**config.mk**
```make
export PLATFORM = sky130hd
export DESIGN_NAME = dbg_reg_bank_flat
export DESIGN_NICKNAME = d
export VERILOG_FILES = /design/src/rtl/dbg_reg_pkg.sv /design/src/rtl/dbg_reg_bank_if.sv /design/src/rtl/dbg_rd_pipe.sv /design/src/rtl/dbg_reg_bank.sv /design/src/flat_wrapper.sv
export SDC_FILE = /design/constraint.sdc
export NUM_CORES = 1
export LEC_CHECK = 0
export ABC_AREA = 1
export BUFFER_PORTS_ARGS = -buffer_cell sky130_fd_sc_hd__buf_2
export CORE_MARGIN = 5
export CORE_UTILIZATION = 62
export CTS_CLUSTER_DIAMETER = 200
export DETAILED_ROUTE_END_ITERATION = 12
export PLACE_DENSITY = 0.95
export SYNTH_ARGS = -nofsm -noshare
export SYNTH_HDL_FRONTEND = slang
export SYNTH_HIERARCHICAL = 1
export SYNTH_SLANG_ARGS = --single-unit
export TNS_END_PERCENT = 20
```
**constraint.sdc**
```tcl
create_clock -name core_clk -period 3.6 [get_ports core_clk]
set_clock_uncertainty 0.1 [all_clocks]
set_input_delay 0.72 -clock core_clk [delete_from_list [all_inputs] [get_ports core_clk]]
set_output_delay 0.72 -clock core_clk [all_outputs]
set_load 0.01 [all_outputs]
```
**src/rtl/dbg_reg_pkg.sv**
```systemverilog
// Shared definitions for the debug register bank: register indices,
// STATUS bit positions, sequencer states and the unmapped-read pattern.
package dbg_reg_pkg;

   localparam logic [7:0] IDX_ID      = 8'h00;
   localparam logic [7:0] IDX_SCRATCH = 8'h01;
   localparam logic [7:0] IDX_CTRL    = 8'h02;
   localparam logic [7:0] IDX_TESTCMD = 8'h03;
   localparam logic [7:0] IDX_STATUS  = 8'h04;
   localparam logic [7:0] IDX_RESULT  = 8'h05;
   localparam logic [7:0] IDX_TIMEOUT = 8'h06;
   localparam logic [7:0] IDX_RESCNT  = 8'h07;
   localparam logic [7:0] IDX_ERRCNT  = 8'h08;

   localparam int unsigned ST_BUSY    = 0;
   localparam int unsigned ST_DONE    = 1;
   localparam int unsigned ST_TIMEOUT = 2;
   localparam int unsigned ST_OVERRUN = 3;

   localparam int unsigned CTRL_START = 0;
   localparam int unsigned CTRL_CLEAR = 1;

   localparam logic [31:0] UNMAPPED_DATA = 32'hDEADBEEF;

   typedef enum logic [1:0] {
      SEQ_IDLE = 2'd0,
      SEQ_RUN  = 2'd1,
      SEQ_DONE = 2'd2
   } seq_state_e;

   function automatic logic [31:0] zext16(input logic [15:0] v);
      return {16'd0, v};
   endfunction

endpackage

```
**src/rtl/dbg_reg_bank_if.sv**
```systemverilog
// Register-access bus between the UART register-interface stage (master)
// and the debug register bank (slave).
interface dbg_reg_bank_if;

   logic [7:0]  reg_addr;
   logic [31:0] reg_wr_data;
   logic        reg_wr_en;
   logic        reg_rd_en;
   logic [31:0] reg_rd_data;
   logic        reg_rd_done;

   modport master (
      output reg_addr,
      output reg_wr_data,
      output reg_wr_en,
      output reg_rd_en,
      input  reg_rd_data,
      input  reg_rd_done
   );

   modport slave (
      input  reg_addr,
      input  reg_wr_data,
      input  reg_wr_en,
      input  reg_rd_en,
      output reg_rd_data,
      output reg_rd_done
   );

endinterface

```
**src/rtl/dbg_rd_pipe.sv**
```systemverilog
// LAT-stage read-data/valid delay line; each stage only reloads its data
// when valid moves in, so the output holds the last completed read.
module dbg_rd_pipe #(
   parameter int unsigned LAT = 1
) (
   input  logic        clk_i,
   input  logic        rst_ni,
   input  logic        vld_i,
   input  logic [31:0] data_i,
   output logic        vld_o,
   output logic [31:0] data_o
);

   logic        vld_q  [LAT];
   logic [31:0] data_q [LAT];

   always_ff @(posedge clk_i or negedge rst_ni) begin
      if (!rst_ni) begin
         for (int i = 0; i < int'(LAT); i++) begin
            vld_q[i]  <= 1'b0;
            data_q[i] <= '0;
         end
      end else begin
         vld_q[0] <= vld_i;
         if (vld_i) data_q[0] <= data_i;
         for (int i = 1; i < int'(LAT); i++) begin
            vld_q[i] <= vld_q[i-1];
            if (vld_q[i-1]) data_q[i] <= data_q[i-1];
         end
      end
   end

   assign vld_o  = vld_q[LAT-1];
   assign data_o = data_q[LAT-1];

endmodule

```
**src/rtl/dbg_reg_bank.sv**
```systemverilog
// Debug register bank with test sequencer (IDLE/RUN/DONE) and timeout.
// Optional ERR_CNT register at 0x08 under `DBG_REG_BANK_ERR_CNT_EN.
module dbg_reg_bank
   import dbg_reg_pkg::*;
#(
   parameter logic [31:0] ID_VALUE        = 32'hDB600001,
   parameter int unsigned RD_LATENCY      = 1,
   parameter logic [31:0] TIMEOUT_DEFAULT = 32'd1000000
) (
   input  logic                 core_clk,
   input  logic                 core_rst_n,
   dbg_reg_bank_if.slave        reg_bus,
   output logic                 start_test,
   output logic [31:0]          test_command,
   input  logic [31:0]          test_result,
   input  logic                 test_result_valid,
   output logic                 test_busy
);

   seq_state_e  state_q, state_d;
   logic [31:0] scratch_q, scratch_d;
   logic [31:0] cmd_q, cmd_d;
   logic [31:0] result_q, result_d;
   logic [31:0] tmo_q, tmo_d;
   logic [31:0] cnt_q, cnt_d;
   logic [15:0] rcnt_q, rcnt_d;
   logic        done_q, done_d;
   logic        tflag_q, tflag_d;
   logic        ovr_q, ovr_d;
   logic        start_q, start_d;

   logic        wr_ctrl, start_req, clr_req, expire;
   logic [31:0] rd_mux;
   logic [31:0] status;

`ifdef DBG_REG_BANK_ERR_CNT_EN
   logic [15:0] err_q, err_d;
   logic        wr_bad, rd_bad;
`endif

   assign wr_ctrl   = reg_bus.reg_wr_en && (reg_bus.reg_addr == IDX_CTRL);
   assign start_req = wr_ctrl && reg_bus.reg_wr_data[CTRL_START];
   assign clr_req   = wr_ctrl && reg_bus.reg_wr_data[CTRL_CLEAR];
   // Counter values 1 and 0 both mean "hits zero this cycle".
   assign expire    = (cnt_q <= 32'd1);

   always_comb begin
      scratch_d = scratch_q;
      cmd_d     = cmd_q;
      tmo_d     = tmo_q;
      if (reg_bus.reg_wr_en) begin
         unique case (reg_bus.reg_addr)
            IDX_SCRATCH: scratch_d = reg_bus.reg_wr_data;
            IDX_TESTCMD: cmd_d     = reg_bus.reg_wr_data;
            IDX_TIMEOUT: tmo_d     = reg_bus.reg_wr_data;
            default:     ;
         endcase
      end
   end

   // Clear is applied before sequencer events so "clear+start" works.
   always_comb begin
      state_d  = state_q;
      start_d  = 1'b0;
      cnt_d    = cnt_q;
      result_d = result_q;
      rcnt_d   = clr_req ? 16'd0 : rcnt_q;
      done_d   = clr_req ? 1'b0 : done_q;
      tflag_d  = clr_req ? 1'b0 : tflag_q;
      ovr_d    = clr_req ? 1'b0 : ovr_q;
      unique case (state_q)
         SEQ_IDLE: begin
            if (test_result_valid) ovr_d = 1'b1;
            if (start_req) begin
               start_d = 1'b1;
               cnt_d   = tmo_q;
               done_d  = 1'b0;
               tflag_d = 1'b0;
               state_d = SEQ_RUN;
            end
         end
         SEQ_RUN: begin
            if (cnt_q != 32'd0) cnt_d = cnt_q - 32'd1;
            if (start_req) ovr_d = 1'b1;
            if (test_result_valid) begin
               result_d = test_result;
               rcnt_d   = rcnt_d + 16'd1;
               done_d   = 1'b1;
               state_d  = SEQ_DONE;
            end else if (expire) begin
               tflag_d = 1'b1;
               state_d = SEQ_IDLE;
            end
         end
         SEQ_DONE: state_d = SEQ_IDLE;
         default:  state_d = SEQ_IDLE;
      endcase
   end

   always_ff @(posedge core_clk or negedge core_rst_n) begin
      if (!core_rst_n) begin
         state_q   <= SEQ_IDLE;
         scratch_q <= '0;
         cmd_q     <= '0;
         result_q  <= '0;
         tmo_q     <= TIMEOUT_DEFAULT;
         cnt_q     <= '0;
         rcnt_q    <= '0;
         done_q    <= 1'b0;
         tflag_q   <= 1'b0;
         ovr_q     <= 1'b0;
         start_q   <= 1'b0;
      end else begin
         state_q   <= state_d;
         scratch_q <= scratch_d;
         cmd_q     <= cmd_d;
         result_q  <= result_d;
         tmo_q     <= tmo_d;
         cnt_q     <= cnt_d;
         rcnt_q    <= rcnt_d;
         done_q    <= done_d;
         tflag_q   <= tflag_d;
         ovr_q     <= ovr_d;
         start_q   <= start_d;
      end
   end

`ifdef DBG_REG_BANK_ERR_CNT_EN
   always_comb begin
      wr_bad = 1'b0;
      if (reg_bus.reg_wr_en) begin
         unique case (reg_bus.reg_addr)
            IDX_SCRATCH, IDX_CTRL, IDX_TESTCMD, IDX_TIMEOUT: wr_bad = 1'b0;
            default: wr_bad = 1'b1;
         endcase
      end
      rd_bad = reg_bus.reg_rd_en && (reg_bus.reg_addr > IDX_ERRCNT);
      err_d  = clr_req ? 16'd0 : err_q;
      if ((wr_bad || rd_bad) && (err_d != 16'hFFFF)) err_d = err_d + 16'd1;
   end

   always_ff @(posedge core_clk or negedge core_rst_n) begin
      if (!core_rst_n) err_q <= '0;
      else             err_q <= err_d;
   end
`endif

   always_comb begin
      status              = '0;
      status[ST_BUSY]     = (state_q == SEQ_RUN);
      status[ST_DONE]     = done_q;
      status[ST_TIMEOUT]  = tflag_q;
      status[ST_OVERRUN]  = ovr_q;
   end

   always_comb begin
      rd_mux = UNMAPPED_DATA;
      unique case (reg_bus.reg_addr)
         IDX_ID:      rd_mux = ID_VALUE;
         IDX_SCRATCH: rd_mux = scratch_q;
         IDX_CTRL:    rd_mux = 32'd0;
         IDX_TESTCMD: rd_mux = cmd_q;
         IDX_STATUS:  rd_mux = status;
         IDX_RESULT:  rd_mux = result_q;
         IDX_TIMEOUT: rd_mux = tmo_q;
         IDX_RESCNT:  rd_mux = zext16(rcnt_q);
`ifdef DBG_REG_BANK_ERR_CNT_EN
         IDX_ERRCNT:  rd_mux = zext16(err_q);
`endif
         default:     rd_mux = UNMAPPED_DATA;
      endcase
   end

   dbg_rd_pipe #(
      .LAT (RD_LATENCY)
   ) u_rd_pipe (
      .clk_i  (core_clk),
      .rst_ni (core_rst_n),
      .vld_i  (reg_bus.reg_rd_en),
      .data_i (rd_mux),
      .vld_o  (reg_bus.reg_rd_done),
      .data_o (reg_bus.reg_rd_data)
   );

   assign start_test   = start_q;
   assign test_command = cmd_q;
   assign test_busy    = (state_q == SEQ_RUN);

endmodule

```
**src/flat_wrapper.sv**
```systemverilog
// flat-port wrapper written by rule: the top's interface ports become plain ports
module dbg_reg_bank_flat import dbg_reg_pkg::*;
#(
   parameter logic [31:0] ID_VALUE        = 32'hDB600001,
   parameter int unsigned RD_LATENCY      = 1,
   parameter logic [31:0] TIMEOUT_DEFAULT = 32'd1000000
)
  (core_clk, core_rst_n, start_test, test_command, test_result, test_result_valid, test_busy, reg_bus_reg_addr, reg_bus_reg_wr_data, reg_bus_reg_wr_en, reg_bus_reg_rd_en, reg_bus_reg_rd_data, reg_bus_reg_rd_done);
  dbg_reg_bank_if reg_bus_i ();
  input  logic core_clk;
  input  logic core_rst_n;
  output logic start_test;
  output logic [31:0] test_command;
  input  logic [31:0] test_result;
  input  logic test_result_valid;
  output logic test_busy;
  input wire logic [$bits(reg_bus_i.reg_addr)-1:0] reg_bus_reg_addr;
  input wire logic [$bits(reg_bus_i.reg_wr_data)-1:0] reg_bus_reg_wr_data;
  input wire logic [$bits(reg_bus_i.reg_wr_en)-1:0] reg_bus_reg_wr_en;
  input wire logic [$bits(reg_bus_i.reg_rd_en)-1:0] reg_bus_reg_rd_en;
  output wire logic [$bits(reg_bus_i.reg_rd_data)-1:0] reg_bus_reg_rd_data;
  output wire logic [$bits(reg_bus_i.reg_rd_done)-1:0] reg_bus_reg_rd_done;
  assign reg_bus_i.reg_addr = reg_bus_reg_addr;
  assign reg_bus_i.reg_wr_data = reg_bus_reg_wr_data;
  assign reg_bus_i.reg_wr_en = reg_bus_reg_wr_en;
  assign reg_bus_i.reg_rd_en = reg_bus_reg_rd_en;
  assign reg_bus_reg_rd_data = reg_bus_i.reg_rd_data;
  assign reg_bus_reg_rd_done = reg_bus_i.reg_rd_done;
  dbg_reg_bank #(.ID_VALUE(ID_VALUE), .RD_LATENCY(RD_LATENCY), .TIMEOUT_DEFAULT(TIMEOUT_DEFAULT)) u_core (.core_clk(core_clk), .core_rst_n(core_rst_n), .reg_bus(reg_bus_i), .start_test(start_test), .test_command(test_command), .test_result(test_result), .test_result_valid(test_result_valid), .test_busy(test_busy));
endmodule
```
Word-level counts from Yosys, hierarchy flattened --
Index checks and enable logic that the tools add are counted.
Storage, ports and cells: output and inout port bits 67, register bits after elaboration 215
Cells by class: add/sub/neg operators 2, $lt $le $gt $ge 1, equality and inequality tests 11, reductions and logical operators 13, mux-type cells 26
Operator list (number):
- one-hot mux 32 bit (8 select lines) | 1
- two-way mux 32 bit | 2
- one-hot mux 32 bit (2 select lines) | 1
- two-way mux 16 bit | 3
- equality test 8 x 3 -> 1 bit (second input constant) | 4
- <= comparator 32 x 1 -> 1 bit (second input constant) | 1
- nonzero test 32 bit | 1
- subtractor 32 x 1 -> 32 bit (second input constant) | 1
- adder 16 x 1 -> 16 bit (second input constant) | 1
- equality test 8 x 2 -> 1 bit (second input constant) | 2
- two-way mux 1 bit | 12
- AND reduction 2 bit | 5
- equality test 8 x 1 -> 1 bit (second input constant) | 1
- logical NOT 8 bit | 1
- two-way mux 2 bit | 3
- one-hot mux 1 bit (2 select lines) | 3
- != test 2 x 1 -> 1 bit (second input constant) | 2
- one-hot mux 2 bit (2 select lines) | 1
- logical AND 1 bit | 3
- != test 3 x 2 -> 1 bit (second input constant) | 1
- AND reduction 3 bit | 1
- equality test 2 x 1 -> 1 bit (second input constant) | 1
- logical NOT 2 bit | 1
- nonzero test 2 bit | 1

Longest topological paths before layout --
word-level depth 7, gate-level depth with buffers 19, mapped depth without buffers 17

Cells and area by module --
The synthesis kept the hierarchy.
Modules (own cells, without submodules):
- dbg_reg_bank | instances 1, area an instance 9312.7 µm², cells each 1218
- dbg_rd_pipe | instances 1, area an instance 1317.5 µm², cells each 137

Least setup slack after synthesis --
No wires, ideal clock.
path type input to register, from input port reg_bus_reg_addr[7], to register u_core.rcnt_q[14], stages on the path 18, library setup time 0.113 ns, required time 3.387 ns, path slack 0.859 ns, data arrival time 2.528 ns, path buffers 2, path through nor2_1 > nand2_2 > nor2_1 > nand3_2 > buf_4 > buf_2 > nand2_1 > inv_1 > ha_1 > nand3_1 > nor2_1 > nand2_1 > nor2_1 > nand4_1 > nor2_1 > nand4_1 > nand2_1 > inv_1
On the way: longest elaborated chain between the ends 7
RTL lines:
- from (decl) | line flat_wrapper.sv:17 | input wire logic [$bits(reg_bus_i.reg_addr)-1:0] reg_bus_reg_addr;
- equality test 8 x 2 -> 1 bit (*) | line dbg_reg_bank.sv:41 | assign wr_ctrl = reg_bus.reg_wr_en && (reg_bus.reg_addr == IDX_CTRL);
- logical AND 1 bit (*) | line dbg_reg_bank.sv:41
- logical AND 1 bit (*) | line dbg_reg_bank.sv:43 | assign clr_req = wr_ctrl && reg_bus.reg_wr_data[CTRL_CLEAR];
- two-way mux 16 bit (*) | line dbg_reg_bank.sv:67 | rcnt_d = clr_req ? 16'd0 : rcnt_q;
- adder 16 x 1 -> 16 bit | line dbg_reg_bank.sv:87 | rcnt_d = rcnt_d + 16'd1;
- two-way mux 16 bit | line dbg_reg_bank.sv:85 | if (test_result_valid) begin
- two-way mux 16 bit (*) | line dbg_reg_bank.sv:71 | unique case (state_q)
- via u_core.rcnt_d[14] | line dbg_reg_bank.sv:26 | logic [15:0] rcnt_q, rcnt_d;
- to (signal assigned) | line dbg_reg_bank.sv:120 | rcnt_q <= rcnt_d;
- to (decl) | line dbg_reg_bank.sv:26
The timed path passes the listed nets; every way through them passes the cells marked *. A chain may end at the register's enable or synchronous reset.

Final worst setup path --
from register u_core.state_q[1], to output port test_busy
On the way: longest elaborated chain between the ends 1
RTL lines:
- from (decl) | line dbg_reg_bank.sv:20 | seq_state_e state_q, state_d;
- from (signal assigned) | line dbg_reg_bank.sv:114 | state_q <= state_d;
- equality test 2 x 1 -> 1 bit | line dbg_reg_bank.sv:187 | assign test_busy = (state_q == SEQ_RUN);
- to (decl) | line flat_wrapper.sv:16 | output logic test_busy;
Every way passes these cells.

==> results.yml <==
worst_setup_path:
  r2r_cells: 11
  critPathRequiredTime_ps: 2780
  arrival_ps: 1880
  regToRegSetupSlack_ps: 970
  setup.worst_path.end_class: "output port"
  critPathLaunch: "u_core/state_q[1]$_DFFE_PN0P_"
  cp_max_fo: 27
  cp-start-kind: "flip-flop"
  crit_slowest_cell: "dfrtp_1"
  reg2reg_to: "u_core/rcnt_q[14]$_DFF_PN0_"
  r2r_start: "u_core/state_q[1]$_DFFE_PN0P_"
  path_class: "flip-flop to output port"
  path_cells: "inv_1, nand2_2, inv_2, buf_2"
  cpPeakStageDelay_ps: 390
sta:
  hold_viol: 0
  holdWs_ps: 182
  rsz0062_at_grt: "false"
  max_slew_margin_pct: 22.6
  max_slew.worst_pin.slew_ps: 1160
  fmax_ghz: 0.370
  timing.setup.tns_ps: 0
  fin_crit_ps: 2700
  final_max_slew_viol_count: 0
  period_share_pct: 75.1
  finalSetupViolations: 0
logic_synthesis:
  netlist_area_um2: 10600
  synth-simple-area-share_pct: 28.3
  ys_warn_count: 6
  synth_edf_count: 0
  async_flop_share_pct: 100
  ys_types: 48
  syn_avg_cell_area_um2: 7.85
  yosysSeqAreaShare_pct: 50.7
  synthMuxAreaShare_pct: 0
  synthXorXnorAreaFrac_pct: 1.15
  yosys-top-cells-area: "dfrtp_1 49%, nand2_1 18%, o21ai_0 5.3%, inv_1 4.3%, nor2_1 2.8%"
  yosysTopAreaCell: "dfrtp_1"
  synth-main-ff-cell: "dfrtp_1"
  synth-compound-area-share_pct: 11.8
  synth_top_family_by_area: "simple AND/OR/NAND/NOR gates"
  ys_ff_latch: 215
  synth.net_count: 1435
  synth_fa_ha_area_share_pct: 0.353
  syn_inst: 1355
  synthDominantCellAreaShare_pct: 49.0
detailed_routing:
  drt_iter0_markers: 1796
  viasPerCell: 6.14
  dr.pass1.iters: 7
  drc: 0
  via_count: 10500
  ant_nets: 0
  wl_per_cell_um: 19.1
  wl_mm: 32.7
finish:
  final_cells: 1714
  fin_nets: 1557
  final_area_um2: 12200
  layout_commonest_cell: "nand2_1"
  syn_to_final_growth_pct: 14.4
  drive_gt1_share_pct: 16.3
  nFillCells: 1142
  layout_common_cells: "509 x nand2_1, 208 x dfrtp_1, 142 x buf_2, 121 x inv_1, 113 x o21ai_0"
floorplanning:
  die_h_um: 141
  row_count: 47
  start_util_pct: 63.6
  io_pins: 144
  dieArea_um2: 19900
  core_um2: 16700
  die_w_um: 141
grt:
  grt_remaining_overflow: 0
  grtUsageMet1_pct: 43.5
  met3_usage_pct: 6.98
  antenna_found_initial: 0
  top_usage_layer: "met2"
  grt_pass1_wl_mm: 52.6
  grt_util_met2_pct: 51.7
  grt_max_degree: 95
  first_global_vias: 10200
  grt_usage_pct: 32.6
placement:
  finalWeightedCongestion: 0.986
  dp_hpwl_mm: 21.6
  io_buffers: 143
  placed_cell_area_um2: 11400
  placed_cells: 1673
clock_network:
  path_clk_slew_ps: 60
  clockRootBuffer: "clkbuf_16"
  cts_hold_buf: 0
  numCtsBuffers: 22
  htreeDepth: 1
  clock_latency_ps: 510
  cts_buffer_depth: 3
  cts.sinks: 215
  cts_resized: 0
  post-cts-setup-buffers: 0
  cts_tree: "built"
power:
  totalPowerFinal_uw: 5420
  p_seq_share_pct: 48.7
  p_int_uw: 4050
  switching_share_pct: 25.2
  power_switching_uw: 1370
  p_leak_uw: 0.00618
  power.density_nw_per_um2: 446
  ir_drop_mv: 0.352
  comb_power_share_pct: 8.7
  clkPwrFrac_pct: 42.6
status:
  status: "completed"
run:
  max_cap_viol_count: 0
min_path:
  hp-class: "input port to async pin"
==> cell families after synthesis <==
group,Yosys count
adders and majority gates,3
and+or+nand+nor,713
DFF,215
xor gates and xnor gates,14
buffers and inverters,184
AOI/OAI and AO/OA,226
==> power groups by stage <==
stage	logic [µW]	registers, µW	clock network [µW]
5_1_grt	524	2650	2420
3_3_place_gp	434	2670	0
3_5_place_dp	454	2670	0
6_report	472	2640	2310
4_1_cts	465	2630	2320
2_1_floorplan	236	2660	0
==> state kept, by name, indices dropped and copies added, names as in the netlist, 2 cells and up <==
name	count
u_core/cnt_q	32
u_core/rcnt_q	16
u_core/result_q	32
u_core/scratch_q	32
u_core/state_q	2
u_core/test_command	32
u_core/tmo_q	32
u_core/u_rd_pipe/data_o	32
==> cells in the mapped netlist, types with 2 or more instances <==
cell type / instances
nand2_1: 510
dfrtp_1: 208
inv_1: 121
o21ai_0: 113
nor2_1: 79
nand3_1: 48
o21ai_1: 42
a21oi_1: 33
clkbuf_1: 26
nand4_1: 23
nand2_2: 16
buf_2: 12
nor2_2: 11
o2111ai_1: 9
xor2_1: 9
a22o_1: 8
o211ai_1: 8
dfstp_2: 7
a22oi_1: 5
buf_1: 5
buf_4: 5
buf_6: 5
nor2_4: 5
xnor2_1: 5
nor3_1: 4
a221oi_1: 3
clkbuf_8: 3
ha_1: 3
inv_2: 3
nand3b_1: 3
nand2_4: 2
nor3_2: 2
nor4_1: 2
o22ai_1: 2
or2_2: 2
==> per-stage QoR <==
stage               setup WS [ps]  util (%)
global placement              811      68.4
global route                  822      72.8
finish                        897      72.8
detailed placement            721      68.4
CTS                           934      72.8
floorplan                     859         -
==> worst max-delay path: cells and delay by family, from the launching register on <==
family        cells  cell delay, ps
flops             1             390
simple gates      1             350
buf+inv           3             640
==> area by class of cell <==
type	instances	area [µm²]	share of cell area, %
flip-flops and latches	215	5390	44.3
repair buffers	155	852	7.01
multi-input cells	956	4430	36.4
clock buffers	33	633	5.21
well taps	220	275	2.26
inverters	127	485	3.99
clock inverters	7	93.8	0.772
diodes	1	2.50	0.0206
==> worst max-delay path by stage <==
stage | cells past startpoint | to
after floorplan | 18 | u_core/rcnt_q[14]$_DFF_PN0_
after global placement | 17 | u_core/rcnt_q[14]$_DFF_PN0_
after detailed placement | 17 | u_core/rcnt_q[14]$_DFF_PN0_
after CTS | 4 | test_busy
after global routing | 11 | u_core/rcnt_q[12]$_DFF_PN0_
final | 4 | test_busy
==> routing by layer <==
metal | share of wire (%) | up-vias
li1 | - | 4574
met4 | 5.2 | 0
met2 | 46 | 866
met3 | 12 | 186
met1 | 37 | 4905
met5 | 0 | -
Note: power is estimated with default switching activity, not from simulation.
